<file path="config.mk">
export PLATFORM = sky130hd
export DESIGN_NAME = serializer_scheduler
export DESIGN_NICKNAME = d
export VERILOG_FILES = /design/src/rtl/serializer_scheduler.sv
export SDC_FILE = /design/constraint.sdc
export NUM_CORES = 1
export LEC_CHECK = 0
export CORE_AREA = 2 2 503 505
export CTS_CLUSTER_SIZE = 25
export DETAILED_ROUTE_END_ITERATION = 8
export DIE_AREA = 0 0 505 507
export DONT_BUFFER_PORTS = 1
export PLACE_DENSITY = 0.3
export SYNTH_ARGS = -nofsm -noshare
export SYNTH_HDL_FRONTEND = slang
export SYNTH_SLANG_ARGS = --single-unit
</file>
<file path="constraint.sdc">
create_clock -name clk -period 2.8 [get_ports clk]
set_clock_uncertainty 0.05 [all_clocks]
set_input_delay 0.42 -clock clk [delete_from_list [all_inputs] [get_ports clk]]
set_output_delay 0.42 -clock clk [all_outputs]
set_load 0.02 [all_outputs]
</file>
<file path="src/rtl/serializer_scheduler.sv">
// Round-robin scheduler that shares one serializer between NUM_REQ frame buffers.
// A watchdog abandons a transfer whose serializer never reports done.
module serializer_scheduler #(
   parameter int NUM_REQ     = 4,
   parameter int INPUT_SIZE  = 256,
   parameter int OUTPUT_SIZE = 16,
   parameter int TIMEOUT     = 32
) (
   input  logic                          clk,
   input  logic                          reset,
   input  logic [NUM_REQ-1:0]            req,
   input  logic [NUM_REQ*INPUT_SIZE-1:0] req_data,
   output logic [NUM_REQ-1:0]            ack,
   output logic [$clog2(NUM_REQ)-1:0]    grant_id,
   output logic                          busy,
   output logic                          ser_start,
   output logic [INPUT_SIZE-1:0]         ser_data,
   input  logic                          ser_done,
   output logic                          timeout_err
);

   localparam int IDW       = $clog2(NUM_REQ);
   localparam int NUM_WORDS = INPUT_SIZE / OUTPUT_SIZE;
   localparam int CW        = $clog2(TIMEOUT);
   localparam logic [CW-1:0]  LAST_COUNT = CW'(TIMEOUT - 1);
   localparam logic [IDW-1:0] LAST_IDX   = IDW'(NUM_REQ - 1);

   // The watchdog must outlast a healthy serialization.
   if (TIMEOUT <= NUM_WORDS + 1) begin : gBadTimeout
      $error("serializer_scheduler: TIMEOUT must exceed NUM_WORDS+1");
   end

   typedef enum logic [1:0] {IDLE, START, WAIT} state_t;

   state_t                  state_q, state_d;
   logic [NUM_REQ-1:0]      ack_q, ack_d;
   logic [IDW-1:0]          grant_q, grant_d;
   logic [IDW-1:0]          lastGrant_q, lastGrant_d;
   logic                    busy_q, busy_d;
   logic                    start_q, start_d;
   logic [INPUT_SIZE-1:0]   data_q, data_d;
   logic                    timeoutErr_q, timeoutErr_d;
   logic [CW-1:0]           count_q, count_d;

   logic [INPUT_SIZE-1:0]   frame [NUM_REQ];
   logic [NUM_REQ-1:0]      eligible;
   logic [IDW-1:0]          cand;
   logic [IDW-1:0]          pick;
   logic                    found;

   for (genvar g = 0; g < NUM_REQ; g++) begin : gFrame
      assign frame[g] = req_data[g*INPUT_SIZE +: INPUT_SIZE];
   end

   always_ff @(posedge clk) begin
      if (reset) begin
         state_q      <= IDLE;
         ack_q        <= '0;
         grant_q      <= '0;
         lastGrant_q  <= LAST_IDX;
         busy_q       <= 1'b0;
         start_q      <= 1'b0;
         data_q       <= '0;
         timeoutErr_q <= 1'b0;
         count_q      <= '0;
      end else begin
         state_q      <= state_d;
         ack_q        <= ack_d;
         grant_q      <= grant_d;
         lastGrant_q  <= lastGrant_d;
         busy_q       <= busy_d;
         start_q      <= start_d;
         data_q       <= data_d;
         timeoutErr_q <= timeoutErr_d;
         count_q      <= count_d;
      end
   end

   // The requester acked this cycle is masked so a lingering req cannot win again.
   always_comb begin
      eligible = req & ~ack_q;
      found    = 1'b0;
      pick     = '0;
      cand     = '0;
      for (int k = 1; k <= NUM_REQ; k++) begin
         cand = IDW'((int'(lastGrant_q) + k) % NUM_REQ);
         if (!found && eligible[cand]) begin
            found = 1'b1;
            pick  = cand;
         end
      end
   end

   always_comb begin
      state_d      = state_q;
      ack_d        = '0;
      grant_d      = grant_q;
      lastGrant_d  = lastGrant_q;
      busy_d       = 1'b0;
      start_d      = 1'b0;
      data_d       = data_q;
      timeoutErr_d = timeoutErr_q;
      count_d      = count_q;
      case (state_q)
         IDLE: begin
            if (found) begin
               state_d = START;
               grant_d = pick;
               data_d  = frame[pick];
               start_d = 1'b1;
               busy_d  = 1'b1;
            end
         end
         START: begin
            state_d = WAIT;
            busy_d  = 1'b1;
            count_d = '0;
         end
         WAIT: begin
            if (ser_done) begin
               state_d        = IDLE;
               ack_d[grant_q] = 1'b1;
               lastGrant_d    = grant_q;
            end else if (count_q == LAST_COUNT) begin
               state_d      = IDLE;
               timeoutErr_d = 1'b1;
               lastGrant_d  = grant_q;
            end else begin
               busy_d  = 1'b1;
               count_d = count_q + 1'b1;
            end
         end
         default: state_d = IDLE;
      endcase
   end

   assign ack         = ack_q;
   assign grant_id    = grant_q;
   assign busy        = busy_q;
   assign ser_start   = start_q;
   assign ser_data    = data_q;
   assign timeout_err = timeoutErr_q;

endmodule

</file>
==> impl_results.md <==
* Status: finished clean
* Worst-path clk slew at 0.07 ns
* Ports at 1296
* Largest net degree at the start of global routing at between 90 and 100
* Vias in the first global route at ~23000
* Clock sink total at around 270
* Synth cell types at 39
* CP Capture Type: flop
* GRT Util Overall at 0.147
* Routed via count at 24400
* Post-synthesis async set-or-reset flop share at 0
* Cell count along the critical path at 8
* Post-route clock period utilization at 0.992
* EDFF count, synth at 0
* Worst reg2reg startpoint: ack[2]$_SDFF_PP0_
* PD cells at 545 mW/mm²
* Vias per Instance at 3.90
* Pwr Total at 17200 µW
* Most frequent cell after synthesis: nand3_1
* Top cells by area, synth: dfxtp_1, nand3_1, a32oi_1
* Total Die Area at 0.256 mm²
* Critical path launch point type: flop
* Critical Path Start: ack[2]$_SDFF_PP0_
* Synthesized area per cell at between 8 and 9 µm²
* Worst Hold Class: input pin to flop
* HPWL after DPL at 168 mm
* RD Place Congestion at around 0.94
* Worst-skew pair later-pin latency at 0.65 ns
* Hold depth at 2
* Area leader, netlist: dfxtp_1
* CP max FO at 76
* RSZ-0062 raised after global routing: yes
* DR WL/cell at 33.6 µm
* Post-route ant nets at 0
* Setup Viol. Count Final at 0
* Synthesized instance count at 2196
* Placeable Area at 0.250 mm²
* WP buf/inv at 3
* NumNets Final at 3794
* Post-Syn Area at 0.0182 mm²
* Top cells by count, synth: nand3_1, dfxtp_1, nor3b_1, o211ai_1
* Worst IR drop on VDD at 367 µV
* Max-cap violations at 0
* Fmax at 360 MHz
* Die Y at 507 µm
* CP max-delay cell: dlygate4sd3_1
* Synthesis Warnings at 0
* #FFs+latches synth at 274
* Hold path start: req_data[134]
* PortBufs at 0
* Crit Path Class: flop to flop
* Cell family with most CP delay: buffers and inverters
* WP data arrival at 3.25 ns
* Design area at around 0.032 mm²
* Worst Tran Pin Value at 0.908 ns
* Hold WS at 0.0552 ns
* Initial DRC count at 2099
* Layout cells sized above 1 at 0.118
* CTS tree: yes
* Min cycle time layout at 2.78 ns
* CTS max path bufs at 3
* GRT overflow at 0
* Rel. slew slack at 0.394
* Net Count, Synth at between 3000 and 4000
* Width of the chip at 505 µm
* Htree depth at 2
* DRC at 0
* Max stage delay on crit path at 0.56 ns
* First-pass GRT wire length at 250 mm
* Top_reg_cell synth: dfxtp_1
* Area Overhead vs Synth at 73.5%
* Register area share after synthesis at 0.301
* Filler cell count at around 29000
* Initial antenna violation count at 206
* Clk root buf: clkbuf_16
* Critical path required time at between 3 and 4 ns
* DRT Pass-1 Iters at 7
* Num CTS Buffers at 43
* Cell Chain, Critical Path: and2b_4 -> o41ai_4 -> nor2_4 -> buf_12 -> buf_16 -> o211ai_1 -> nand3_1 -> dlygate4sd3_1
* DP Area at 0.0226 mm²
* Pleak at 0.0105 µW
* Slew Limit Fails at 0
* Num rows at 184
* Final Hold Fails at 0
* Initial core utilization at 0.0726
* Register-to-Register Path Depth at 8
* Routed wire length at 210 mm
* Yosys top cell area share at 0.301
-- timing repair --
| item | in CTS | in global routing |
|---|---|---|
| buffers inserted | 0 | 20 |
| hold buffers | 621 | 1 |
| endpoints found under the setup margin | 0 | 110 |
| hold endpoints to repair | 273 | 1 |
| gates resized for setup | 0 | 99 |
-- flip-flops by register name, indices dropped and copies added (netlist names) --
signal       cells
ack              4
busy             1
count_q          5
grant_id         2
lastGrant_q      2
ser_data       256
ser_start        1
state_q          2
timeout_err      1
-- final timing paths --
check	end	slack (ns)
setup / recovery	ser_data[173]$_SDFFE_PP0P_	0.02
hold / removal	ser_data[134]$_SDFFE_PP0P_	0.06
setup reg to reg	ser_data[173]$_SDFFE_PP0P_	0.02
hold reg to reg	count_q[4]$_SDFFE_PP0P_	0.43
-- stage by stage --
stage,cells,util,setup TNS (ns),setup slack (ns)
2_1_floorplan,2196,-,0,0.860
3_3_place_gp,5403,0.0902,0,0.0822
3_5_place_dp,5403,0.0902,0,0.0869
4_1_cts,6097,0.120,0,0.0124
5_1_grt,6181,0.125,-0.776,-0.0587
6_report,6245,0.126,0,0.0228
-- metal layers --
| metal | GRT usage | vias up | routed length, µm |
|---|---|---|---|
| met5 | 0 | - | 685 |
| met4 | 0.0565 | 106 | 10900 |
| met3 | 0.0896 | 498 | 29300 |
| met2 | 0.225 | 1759 | 90200 |
| met1 | 0.165 | 12000 | 78700 |
| li1 | - | 10000 | - |
-- worst register-to-register path: cells and delay by family (launching register included) --
kind | cells | cell delay, ns
buffers and inverters | 3 | 1.30
AND/OR/NAND/NOR | 3 | 0.42
flip-flops | 1 | 0.34
AO/OA/AOI/OAI | 2 | 0.56
-- cell type report --
type	instances	area, µm²	area share
clock buffers	59	1180	0.0373
multi-input cells	1607	11400	0.361
flip-flops and latches	274	5490	0.174
diodes	108	270	0.00856
repair buffers	833	8900	0.282
well taps	3348	4190	0.133
clock inverters	14	133	0.00420
inverters	2	7.51	0.000238
-- kinds of logic (layout without fill, tap and decap cells) --
| logic type | Yosys count | after routing | share of synthesized area |
|---|---|---|---|
| buf+inv | 315 | 908 | 0.0911 |
| xor+xnor | 2 | 2 | 0.000963 |
| simple gates | 815 | 815 | 0.261 |
| other cells | 0 | 108 | 0 |
| fa+ha+maj | 2 | 2 | 0.00138 |
| compound gates | 788 | 788 | 0.344 |
| flops | 274 | 274 | 0.301 |
-- power by group --
part	total (µW)	internal (µW)	switching, µW	leakage (µW)
logic	5040	2240	2790	0.00758
registers	6590	4500	2090	0.00226
clock network	5560	3090	2460	0.000642
total	17200	9840	7350	0.0105
-- layout by cell type, fill, tap and decap left out, types with 19 or more instances in the layout --
cell and count:
dlygate4sd3_1 612, nand3_1 513, dfxtp_1 273, o211ai_1 258, nor3b_1 255, o21a_1 255
a32oi_1 222, buf_4 124, diode_2 108, clkbuf_16 61, a32oi_2 34, buf_12 31
buf_6 19
(Power assumes the default switching activity.)
